## config.mk

```make
export PLATFORM = sky130hd
export DESIGN_NAME = mem_bus_arbiter
export DESIGN_NICKNAME = d
export VERILOG_FILES = /design/src/rtl/mem_bus_arbiter.sv
export SDC_FILE = /design/constraint.sdc
export NUM_CORES = 1
export LEC_CHECK = 0
export ABC_CLOCK_PERIOD_IN_PS = 1130
export CAP_MARGIN = 15
export CORE_AREA = 2 2 39 41
export CTS_CLUSTER_DIAMETER = 120
export DETAILED_ROUTE_END_ITERATION = 10
export DIE_AREA = 0 0 41 43
export PLACE_DENSITY_LB_ADDON = 0.3
export SLEW_MARGIN = 5
export SYNTH_ARGS = -nofsm -noshare
export SYNTH_HDL_FRONTEND = slang
export SYNTH_SLANG_ARGS = --single-unit
```

## constraint.sdc

```tcl
create_clock -name clk -period 1.13 [get_ports clk]
set_clock_uncertainty 0.1 [all_clocks]
set_input_delay 0.1695 -clock clk [delete_from_list [all_inputs] [get_ports clk]]
set_output_delay 0.1695 -clock clk [all_outputs]
set_load 0.01 [all_outputs]
```

## src/rtl/mem_bus_arbiter.sv

```systemverilog
// ---------------------------------------------------------------------------
// mem_bus_arbiter
//
// Shares the CPU's single memory address bus between the instruction-fetch
// path (requester A) and the data-access path (requester B). Each requester
// runs a req/gnt handshake with the arbiter. Ties are broken round-robin
// using the last owner. The arbiter also drives the select input of the 2:1
// address-bus mux.
//
// Optional feature: define ARB_HOLD_TIMEOUT_EN to compile in a hold timer.
// The timer revokes a grant after HOLD_MAX granted cycles and pulses
// 'timeout' for one cycle. With the macro undefined there is no timer, and
// 'timeout' is tied low.
//
// Parameters:
//   HOLD_MAX  maximum cycles a grant may be held when the timer is built
//             (legal range 2..255)
//
// Ports:
//   clk      rising-edge clock (the only clock domain)
//   rst      synchronous, active-high reset
//   req_a    request from the fetch path
//   req_b    request from the data path
//   done_a   owner A releases the bus (only looked at while gnt_a=1)
//   done_b   owner B releases the bus (only looked at while gnt_b=1)
//   gnt_a    registered grant to A
//   gnt_b    registered grant to B
//   sel      registered mux select, 0 = A drives the bus, 1 = B drives it
//   busy     high while either grant is high
//   timeout  one-cycle pulse when the hold timer revokes a grant
// ---------------------------------------------------------------------------
module mem_bus_arbiter #(
   parameter int HOLD_MAX = 8
) (
   input  logic clk,
   input  logic rst,
   input  logic req_a,
   input  logic req_b,
   input  logic done_a,
   input  logic done_b,
   output logic gnt_a,
   output logic gnt_b,
   output logic sel,
   output logic busy,
   output logic timeout
);

   // Reject an out-of-range HOLD_MAX at elaboration time.
   if (HOLD_MAX < 2 || HOLD_MAX > 255) begin : g_badHoldMax
      $error("mem_bus_arbiter: HOLD_MAX must be in 2..255");
   end

   typedef enum logic [1:0] {
      IDLE  = 2'd0,
      GNT_A = 2'd1,
      GNT_B = 2'd2
   } arbState_t;

   arbState_t r_state;
   logic      r_lastOwner;
   logic      r_gntA;
   logic      r_gntB;
   logic      r_sel;
   logic      r_busy;

   logic      w_relA;
   logic      w_relB;
   logic      w_pickA;

   // An owner gives the bus back either by pulsing done or by dropping
   // its request.
   assign w_relA = done_a | ~req_a;
   assign w_relB = done_b | ~req_b;

   // A wins when it asks alone, or when both ask and B owned the bus last.
   assign w_pickA = req_a & (~req_b | r_lastOwner);

`ifdef ARB_HOLD_TIMEOUT_EN
   localparam int              CntW    = $clog2(HOLD_MAX + 1);
   localparam logic [CntW-1:0] CntLast = CntW'(HOLD_MAX - 1);
   localparam logic [CntW-1:0] CntSat  = '1;

   logic [CntW-1:0] r_holdCnt;
   logic            r_timeout;
   logic            w_holdExpired;

   // The counter starts at 0 in the first granted cycle. Reaching HOLD_MAX-1
   // therefore means this is the last cycle the grant may be held.
   assign w_holdExpired = (r_holdCnt == CntLast);
   assign timeout       = r_timeout;
`else
   assign timeout = 1'b0;
`endif

   // The arbitration FSM is the only block here, and it registers every output.
   // Reset has priority over release, request and timeout. sel only changes on
   // entry into a grant state, so the bus mux never flips while the arbiter
   // is idle. A grant state always returns through IDLE, which gives the bus
   // a turnaround cycle between owners.
   always_ff @(posedge clk) begin
      if (rst) begin
         r_state     <= IDLE;
         r_gntA      <= 1'b0;
         r_gntB      <= 1'b0;
         r_sel       <= 1'b0;
         r_busy      <= 1'b0;
         r_lastOwner <= 1'b1;
`ifdef ARB_HOLD_TIMEOUT_EN
         r_holdCnt   <= '0;
         r_timeout   <= 1'b0;
`endif
      end else begin
`ifdef ARB_HOLD_TIMEOUT_EN
         r_timeout <= 1'b0;
`endif
         case (r_state)
            IDLE: begin
               if (req_a | req_b) begin
                  r_busy <= 1'b1;
`ifdef ARB_HOLD_TIMEOUT_EN
                  r_holdCnt <= '0;
`endif
                  if (w_pickA) begin
                     r_state     <= GNT_A;
                     r_gntA      <= 1'b1;
                     r_sel       <= 1'b0;
                     r_lastOwner <= 1'b0;
                  end else begin
                     r_state     <= GNT_B;
                     r_gntB      <= 1'b1;
                     r_sel       <= 1'b1;
                     r_lastOwner <= 1'b1;
                  end
               end
            end

            GNT_A: begin
               if (w_relA) begin
                  r_state <= IDLE;
                  r_gntA  <= 1'b0;
                  r_busy  <= 1'b0;
               end
`ifdef ARB_HOLD_TIMEOUT_EN
               else if (w_holdExpired) begin
                  r_state   <= IDLE;
                  r_gntA    <= 1'b0;
                  r_busy    <= 1'b0;
                  r_timeout <= 1'b1;
               end else if (r_holdCnt != CntSat) begin
                  r_holdCnt <= r_holdCnt + 1'b1;
               end
`endif
            end

            GNT_B: begin
               if (w_relB) begin
                  r_state <= IDLE;
                  r_gntB  <= 1'b0;
                  r_busy  <= 1'b0;
               end
`ifdef ARB_HOLD_TIMEOUT_EN
               else if (w_holdExpired) begin
                  r_state   <= IDLE;
                  r_gntB    <= 1'b0;
                  r_busy    <= 1'b0;
                  r_timeout <= 1'b1;
               end else if (r_holdCnt != CntSat) begin
                  r_holdCnt <= r_holdCnt + 1'b1;
               end
`endif
            end

            default: begin
               r_state <= IDLE;
               r_gntA  <= 1'b0;
               r_gntB  <= 1'b0;
               r_busy  <= 1'b0;
            end
         endcase
      end
   end

   assign gnt_a = r_gntA;
   assign gnt_b = r_gntB;
   assign sel   = r_sel;
   assign busy  = r_busy;

endmodule

```

==> results of run 1 <==
## placed cells by master, fill, tap and decap left out, types with 2 or more instances in the layout
master and n:
a21oi_1 3, a31oi_1 2, and2b_1 2, buf_4 9, clkbuf_2 2, clkbuf_4 3
clkdlybuf4s15_1 2, clkdlybuf4s50_1 3, dfxtp_1 5, dfxtp_2 2, dlymetal6s2s_1 2, nand2_1 3
nand2b_1 2, nand3_1 3, o21ai_0 2
## kinds of logic (layout without fill, tap and decap cells)
logic type | count (synthesis) | in the layout | synth area share
DFF | 7 | 7 | 0.400
AOI/OAI and AO/OA | 12 | 12 | 0.232
and+or+nand+nor | 17 | 17 | 0.325
buffers and inverters | 2 | 23 | 0.0321
other | 1 | 1 | 0.0107
## cell type report
type,count,area [um^2],share of cell area
clock buffers,4,26.3,0.0483
flip-flops and latches,7,143,0.262
repair buffers,18,153,0.280
well taps,16,20.0,0.0368
inverters,1,3.75,0.00690
multi-input cells,30,199,0.366
## final timing paths
check / to / slack [ns] / cells after the start
worst max-delay path: gnt_a / 0.04 / 1
worst min-delay path: r_state[0] / 0.15 / 3
worst max register to register: r_state[1] / 0.11 / 4
worst min register to register: r_state[0] / 0.42 / 2
## timing repair
item / in CTS / in global routing
resized for setup: 4 / 10
endpoints found under the setup margin: 4 / 8
pin swaps: 0 / 1
buffers inserted: 0 / 0
## per-stage QoR
stage | power, mW | cells
6_report | 0.701 | 76
2_1_floorplan | 0.376 | 39
5_1_grt | 0.744 | 76
3_3_place_gp | 0.482 | 72
4_1_cts | 0.708 | 76
3_5_place_dp | 0.482 | 72
## power breakdown
part | leakage [nW] | total, mW | internal (mW) | switching (mW)
sequential | 0.0588 | 0.293 | 0.273 | 0.0200
clock | 0.0150 | 0.237 | 0.135 | 0.101
combinational | 0.168 | 0.172 | 0.0978 | 0.0740
total | 0.242 | 0.701 | 0.506 | 0.195
## layer usage
layer | up-vias | global-route usage | wire [um]
met2 | 14 | 0.150 | 355
li1 | 185 | - | -
met4 | 0 | 0.100 | 14
met1 | 158 | 0.175 | 423
met5 | - | 0 | 0
met3 | 2 | 0.0366 | 55
## flip-flops by register name (all words and copies together), names as in the netlist
name	count
r_state	2
sel	1
gnt_b	1
r_lastOwner	1
busy	1
gnt_a	1
## worst reg2reg max path, delay by kind of cell, from the launching register on
family	cells	cell delay, ns
flip-flops	1	0.35
AND/OR/NAND/NOR	2	0.27
buffers and inverters	1	0.14
AO/OA/AOI/OAI	1	0.06
==> metrics.md, run 1 <==
| Metric | Value |
|---|---|
| Outcome | completed |
| Gpl congestion | 0.776 |
| Die Y | 43 um |
| CP top delay family | flip-flops |
| Core area | 0.00138 mm^2 |
| Crit-path cells | clkdlybuf4s15_1 |
| Layout fillers | 150 |
| Area post-placement | 520 um^2 |
| R2r startpoint | r_state[1] |
| CTS H-tree lvls | 1 |
| Netlist cell types | 23 |
| Final period util | 0.960 |
| Area leader, netlist | dfxtp_1 |
| Clk slew on worst S/H paths | 0.06 ns |
| CP Data Required Time | 0.86 ns |
| CTS tree | done |
| WS Path Type | flip-flop to primary output |
| Post-place setup slack | -0.231 ns |
| Most numerous cell in the Yosys netlist | dfxtp_1 |
| Setup-failing EPs final | 0 |
| Area Overhead vs Synth | 55.4% |
| Mapped cell area | 350 um^2 |
| Final HPWL DP | 634 um |
| Cell count after synthesis | 39 |
| Fraction of layout cells with a size suffix above 1 | 0.317 |
| Mapped Nets | 45 |
| Vias | 359 |
| Worst Setup Start Kind | flip-flop |
| Pin count of the biggest net entering global routing | 8 |
| Starting Density | 0.253 |
| Worst EP arrival | 0.82 ns |
| Sequential share of the synthesized area | 0.400 |
| Min Hold Slack | 0.151 ns |
| Die W | 41 um |
| Worst path slowest cell | dfxtp_1 |
| VDD IR max | 0.455 mV |
| WL/cell | 11.2 um |
| Initial antenna violation count | 0 |
| Final Worst Setup Slack | 0.0449 ns |
| Synth warn | 0 |
| Vias in the first global route | 346 |
| Post-synth top area share | 0.400 |
| Top cells by area, synth | dfxtp_1, a21oi_1, nand3_1 |
| Drt first pass iters | 4 |
| Clk root buf | clkbuf_4 |
| Post-DRT Antenna Nets | 0 |
| Final instance area | 544 um^2 |
| DRC | 0 |
| WL final | 850 um |
| Crit. End Element | primary output |
| Clk Latency, worst-skew pair | 0.25 ns |
| Syn Area/Cell | 8.98 um^2 |
| Unrepaired setup endpoints after global routing | false |
| Max Slew Vio Count | 0 |
| Critical-path maximum fanout | 2 |
| Inserted Clock Buffers | 3 |
| HP Class | input pin to flip-flop |
| WP buf/inv | 1 |
| Slowest stage delay, CP | 0.32 ns |
| Beginning of the worst hold path | req_a |
| Initial drt markers | 9 |
| Seq cells post-synth | 7 |
| Final hold vios | 0 |
| Maxcap violations | 0 |
| Crit path time final | 1.09 ns |
| Clock buffer depth | 2 |
| N_diodes | 0 |
| Gr ovfl total | 0 |
| Clock sink count | 7 |
| Pleak | 0.242 nW |
| Power Density | 1290 mW/mm^2 |
| First-pass GRT wire length | 1.46 mm |
| CTS Hold Bufs | 0 |
| Final core utilization | 0.393 |
| Post-synth EDFFs | 0 |
| Synth top cells by count | dfxtp_1, a21oi_1, nand2_1, nand3_1 |
| Rows | 14 |
| Port bufs | 9 |
| Crit path from | gnt_a |
| Vias/cell | 4.72 |
| DIE AREA | 0.00176 mm^2 |
| Tot GR Track Use | 0.125 |
| Top_reg_cell synth | dfxtp_1 |
| Asr flop ratio synth | 0 |
| I/O pin count | 11 |
| Total Nets Final | 67 |
| Fmax | 922 MHz |
| Setup TNS | 0 ns |
Power figures use the tool's default switching activity.
==> run 2: changes to the inputs <==
Settings changed: CTS_BUF_LIST from default to sky130_fd_sc_hd__clkbuf_8 sky130_fd_sc_hd__clkbuf_16.
==> run 2 against run 1 <==
Compared with the run above:
- utilization is 1.9 points higher
- sequential cell count stayed put
- combinational power hardly changed
- global-route usage is 0.21 points lower
- critical path depth stayed put
- final area is 4.8% higher
- non-clock buffer count stayed put
- sequential share of layout area is 1.2 points lower
- power is 17% higher
- register-to-register slack worse by 0.02 ns
- critical path type unchanged
==> metrics.md, run 2 (same netlist as run 1, synthesis figures left out) <==
| Metric | Value |
|---|---|
| Outcome | completed |
| Most frequent cells in the layout | buf_4, dfxtp_1, dlygate4sd2_1 |
| N_diodes | 0 (unchanged) |
| Final HPWL DP | 634 um (unchanged) |
| Final Worst Setup Slack | 0.0419 ns (-0.00307 ns) |
| Clk Latency, worst-skew pair | 0.23 ns (-0.02 ns) |
| Gpl congestion | 0.776 (unchanged) |
| Drt first pass iters | 4 (unchanged) |
| Maxcap violations | 0 (unchanged) |
| WL/cell | 11.4 um (+1.9%) |
| Post-DRT Antenna Nets | 0 (unchanged) |
| Setup TNS | 0 ns (unchanged) |
| Gr ovfl total | 0 (unchanged) |
| Critical Path Stages | 1 (unchanged) |
| Setup-failing EPs final | 0 (unchanged) |
| WP buf/inv | 1 (unchanged) |
| CTS H-tree lvls | 1 (unchanged) |
| Max Slew Vio Count | 0 (unchanged) |
| Hold Path Depth | 3 (unchanged) |
| Crit-path cells | dlygate4sd2_1 |
| Clk root buf | clkbuf_8 |
| Initial antenna violation count | 0 (unchanged) |
| Crit path time final | 1.09 ns (+0.00307 ns) |
| Number of flip-flops under the largest register name | 2 (unchanged) |
| Die W | 41 um (unchanged) |
| CP top delay family | flip-flops |
| Fraction of layout cells with a size suffix above 1 | 0.300 (-0.0167) |
| WL final | 866 um (+1.9%) |
| DRC | 0 (unchanged) |
| Power Density | 1440 mW/mm^2 (+12%) |
| Worst EP arrival | 0.82 ns (about the same) |
| Final hold vios | 0 (unchanged) |
| Clk slew on worst S/H paths | 0.04 ns (-0.02 ns) |
| Pleak | 0.255 nW (+5.4%) |
| Gate power share | 0.213 (-0.032) |
| Starting Density | 0.253 (unchanged) |
| Clk network pwr share | 0.430 (+0.092) |
| Internal Pwr Total | 0.609 mW (+20%) |
| Clock buffer depth | 2 (unchanged) |
| Vias | 360 (+0.28%) |
| Worst Setup Start Kind | flip-flop |
| Post-CTS Setup Bufs | 0 (unchanged) |
| Vias/cell | 4.74 (+0.28%) |
| Die Y | 43 um (unchanged) |
| Critical-path maximum fanout | 2 (unchanged) |
| Commonest non-fill, non-tap cell in the layout | buf_4 |
| Area Overhead vs Synth | 62.9% |
| Pin count of the biggest net entering global routing | 8 (unchanged) |
| Seq pwr share | 0.357 (-0.060) |
| Clock sink count | 7 (unchanged) |
| Final period util | 0.963 (+0.00272) |
| Slowest stage delay, CP | 0.31 ns (about the same) |
| CP Data Required Time | 0.86 ns (about the same) |
| Crit. End Element | primary output |
| Worst path slowest cell | dfxtp_1 |
| Core area | 0.00138 mm^2 (unchanged) |
| I/O pin count | 11 (unchanged) |
| Largest Register | r_state |
| NetSw | 0.215 mW (+9.9%) |
| VDD IR max | 0.538 mV (+18%) |
| DIE AREA | 0.00176 mm^2 (unchanged) |
| Rows | 14 (unchanged) |
| WS Path Type | flip-flop to primary output |
| Post-place setup slack | -0.231 ns (unchanged) |
| Initial drt markers | 8 (-1) |
| Unrepaired setup endpoints after global routing | false |
| Vias in the first global route | 331 (-4.3%) |
| Port bufs | 9 (unchanged) |
| HP Class | input pin to flip-flop |
| Inserted Clock Buffers | 3 (unchanged) |
| Switching Share | 0.261 (-0.0180) |
| CTS tree | done |
| Tot GR Track Use | 0.123 (-0.00214) |
| Fmax | 919 MHz (-0.28%) |
| First-pass GRT wire length | 1.43 mm (-2.3%) |
| Worst Reg-to-Reg Cells | 3 (-1) |
| Total Nets Final | 67 (unchanged) |
run 2: cell types whose count changed in the layout (fill, tap and decap cells not counted), sizes merged:
| cell | before | now |
|---|---|---|
| dlymetal6s2s | 2 | 1 |
| dlygate4sd2 | 0 | 4 |
| clkdlybuf4s15 | 2 | 1 |
| inv | 1 | 2 |
| clkbuf | 6 | 3 |
run 2: power by group through the flow:
stage	registers (mW)	logic [mW]	clock network, mW
2_1_floorplan	0.305	0.0714	0
3_3_place_gp	0.296	0.186	0
3_5_place_dp	0.297	0.184	0
4_1_cts	0.293	0.173	0.357
5_1_grt	0.298	0.193	0.367
6_report	0.294	0.175	0.355
run 2: per-layer routing:
| metal | GRT usage | up-vias | share of wire |
|---|---|---|---|
| li1 | - | 183 | - |
| met2 | 0.147 | 11 | 0.41 |
| met3 | 0.0366 | 5 | 0.058 |
| met5 | 0 | - | 0 |
| met4 | 0.100 | 0 | 0.033 |
| met1 | 0.171 | 161 | 0.50 |
run 2: worst paths after layout:
path,from,to,slack (ns)
worst max-delay path,gnt_a,gnt_a,0.04
worst min-delay path,req_a,r_state[0],0.22
worst max register to register,r_lastOwner,r_state[0],0.09
worst min register to register,r_lastOwner,r_lastOwner,0.43
run 2: layout make-up:
| cell class | instances | area [um^2] |
|---|---|---|
| clock buffers | 3 | 41.3 |
| clock inverters | 1 | 3.75 |
| fillers | 141 | 813 |
| inverters | 1 | 3.75 |
| multi-input cells | 30 | 204 |
| flip-flops and latches | 7 | 143 |
| well taps | 16 | 20.0 |
| repair buffers | 18 | 155 |
run 2: worst min-delay path: cells and delay by family:
family	cells	cell delay [ns]
AOI/OAI and AO/OA	1	0.07
and+or+nand+nor	1	0.11
buffers and inverters	1	0.15
run 2: what timing repair did:
item	CTS	global route
hold buffers	0	0
resized for setup	5	5
setup endpoints to repair	5	6
run 2: stage by stage:
step            util  hold WS [ns]  std cells  power, mW  cell area [um^2]
6_report       0.412         0.215         76      0.824               571
5_1_grt        0.412         0.240         76      0.858               571
4_1_cts        0.404         0.400         76      0.823               559
3_5_place_dp   0.376         0.427         72      0.482               520
3_3_place_gp   0.376         0.435         72      0.482               520
2_1_floorplan      -         0.137         39      0.376               350
==> run 3: changes to the inputs <==
Settings changed: CTS_CLUSTER_SIZE from default to 24, RECOVER_POWER from default to 25.
==> run 3 against run 2 <==
Compared with the run above:
- utilization down 0.27 points
- cell count unchanged
- routed wire length up 1.0%
- critical path depth unchanged
- critical path type unchanged
- critical endpoint unchanged
- largest power group unchanged
==> metrics.md, run 3 (same netlist as run 1, synthesis figures left out) <==
| Metric | Value |
|---|---|
| Outcome | completed |
| Rows | 14 (unchanged) |
| DRC | 0 (unchanged) |
| Final period util | 0.963 (about the same) |
| Crit-path cells | dlygate4sd2_1 |
| Die W | 41 um (unchanged) |
| Area post-placement | 520 um^2 (unchanged) |
| Power Density | 1450 mW/mm^2 (+0.37%) |
| Max Slew Vio Count | 0 (unchanged) |
| CTS H-tree lvls | 1 (unchanged) |
| Final instance area | 567 um^2 (-0.66%) |
| Vias/cell | 4.86 (+2.5%) |
| Initial antenna violation count | 0 (unchanged) |
| Core area | 0.00138 mm^2 (unchanged) |
| Area Overhead vs Synth | 61.8% |
| Fmax | 919 MHz (about the same) |
| Setup-failing EPs final | 0 (unchanged) |
| CTS Hold Bufs | 0 (unchanged) |
| Tot GR Track Use | 0.123 (unchanged) |
| End point of the critical path | gnt_a |
| Number of flip-flops under the largest register name | 2 (unchanged) |
| R2r startpoint | r_lastOwner |
| Layout fillers | 143 (+1.4%) |
| Clk root buf | clkbuf_8 |
| Vias in the first global route | 331 (unchanged) |
| Post-CTS Setup Bufs | 0 (unchanged) |
| Crit path time final | 1.09 ns (+0.0000117 ns) |
| Largest Register | r_state |
| Final hold vios | 0 (unchanged) |
| Unrepaired setup endpoints after global routing | false |
| CTS tree | done |
| Final core utilization | 0.410 (-0.00271) |
| Gpl congestion | 0.776 (unchanged) |
| Initial drt markers | 13 (+5) |
| Total Nets Final | 67 (unchanged) |
| WL/cell | 11.5 um (+1.0%) |
| DIE AREA | 0.00176 mm^2 (unchanged) |
| Final std cells w/o fill | 76 (unchanged) |
| Inserted Clock Buffers | 3 (unchanged) |
| Pin count of the biggest net entering global routing | 8 (unchanged) |
| Maxcap violations | 0 (unchanged) |
| Port bufs | 9 (unchanged) |
| Worst r2r dst | r_state[0] |
| Crit path from | gnt_a |
| Pleak | 0.251 nW (-1.6%) |
| I/O pin count | 11 (unchanged) |
| Critical-path maximum fanout | 2 (unchanged) |
| WS Path Type | flip-flop to primary output |
| Most frequent cells in the layout | buf_4, dfxtp_1, dlygate4sd2_1 |
| HP Class | input pin to flip-flop |
| Fraction of layout cells with a size suffix above 1 | 0.283 (-0.0167) |
| Commonest non-fill, non-tap cell in the layout | buf_4 |
| Worst path slowest cell | dfxtp_1 |
| Clock sink count | 7 (unchanged) |
| Worst EP arrival | 0.82 ns (about the same) |
| Clock buffer depth | 2 (unchanged) |
| Drt first pass iters | 4 (unchanged) |
| Worst Reg-to-Reg Cells | 3 (unchanged) |
| Worst Setup Start Kind | flip-flop |
| VDD IR max | 0.529 mV (-1.6%) |
| Post-DRT Antenna Nets | 0 (unchanged) |
| Dpl cells | 72 (unchanged) |
| Die Y | 43 um (unchanged) |
| Final HPWL DP | 634 um (unchanged) |
| WP buf/inv | 1 (unchanged) |
| Slowest stage delay, CP | 0.31 ns (about the same) |
| CP Data Required Time | 0.86 ns (about the same) |
| Critical Path Stages | 1 (unchanged) |
| WL final | 875 um (+1.0%) |
| Clk Latency, worst-skew pair | 0.23 ns (about the same) |
| Gr ovfl total | 0 (unchanged) |
| R2R Setup Slk | 0.09 ns (about the same) |
| CP top delay family | flip-flops |
| Crit. End Element | primary output |
| Power, Total | 0.821 mW (-0.29%) |
| Setup TNS | 0 ns (unchanged) |
| Starting Density | 0.253 (unchanged) |
| Vias | 369 (+2.5%) |
| N_diodes | 0 (unchanged) |
| Clk slew on worst S/H paths | 0.04 ns (about the same) |
| First-pass GRT wire length | 1.43 mm (unchanged) |
==> run 3: stage by stage <==
| step | worst slack [ns] | hold slack [ns] |
|---|---|---|
| after floorplan | 0.112 | 0.137 |
| after global placement | -0.245 | 0.435 |
| after detailed placement | -0.231 | 0.427 |
| after CTS | 0.00829 | 0.400 |
| after global routing | 0.0118 | 0.240 |
| final | 0.0419 | 0.214 |
==> run 3: layout make-up <==
class | count | area (um^2) | area share
clock buffers | 3 | 41.3 | 0.0728
clock inverters | 1 | 3.75 | 0.00662
inverters | 1 | 3.75 | 0.00662
multi-input cells | 30 | 204 | 0.360
flip-flops and latches | 7 | 143 | 0.252
well taps | 16 | 20.0 | 0.0353
repair buffers | 18 | 151 | 0.267
==> run 3: power by group <==
part           switching (mW)  internal, mW  total (mW)
sequential             0.0195         0.274       0.293
clock                   0.118         0.236       0.354
combinational          0.0766        0.0973       0.174
==> run 3: worst min path at each step <==
stage           startpoint     endpoint  slack [ns]  cells past startpoint
5_1_grt              req_a   r_state[0]        0.24                      3
2_1_floorplan          rst          sel        0.14                      1
3_3_place_gp   r_lastOwner  r_lastOwner        0.43                      2
3_5_place_dp   r_lastOwner  r_lastOwner        0.43                      2
6_report             req_a   r_state[0]        0.21                      3
4_1_cts              req_b          sel        0.40                      3
==> run 3: what timing repair did <==
action	in CTS	in global routing
gates resized for setup	5	5
endpoints found under the setup margin	5	6
pin swaps	0	0
==> run 3: per-layer routing <==
| layer | vias up | share of wire | wire length, um | track usage |
|---|---|---|---|---|
| met4 | 0 | 0.034 | 30 | 0.100 |
| li1 | 183 | - | - | - |
| met5 | - | 0 | 0 | 0 |
| met3 | 4 | 0.083 | 73 | 0.0366 |
| met2 | 19 | 0.40 | 351 | 0.147 |
| met1 | 163 | 0.48 | 420 | 0.171 |
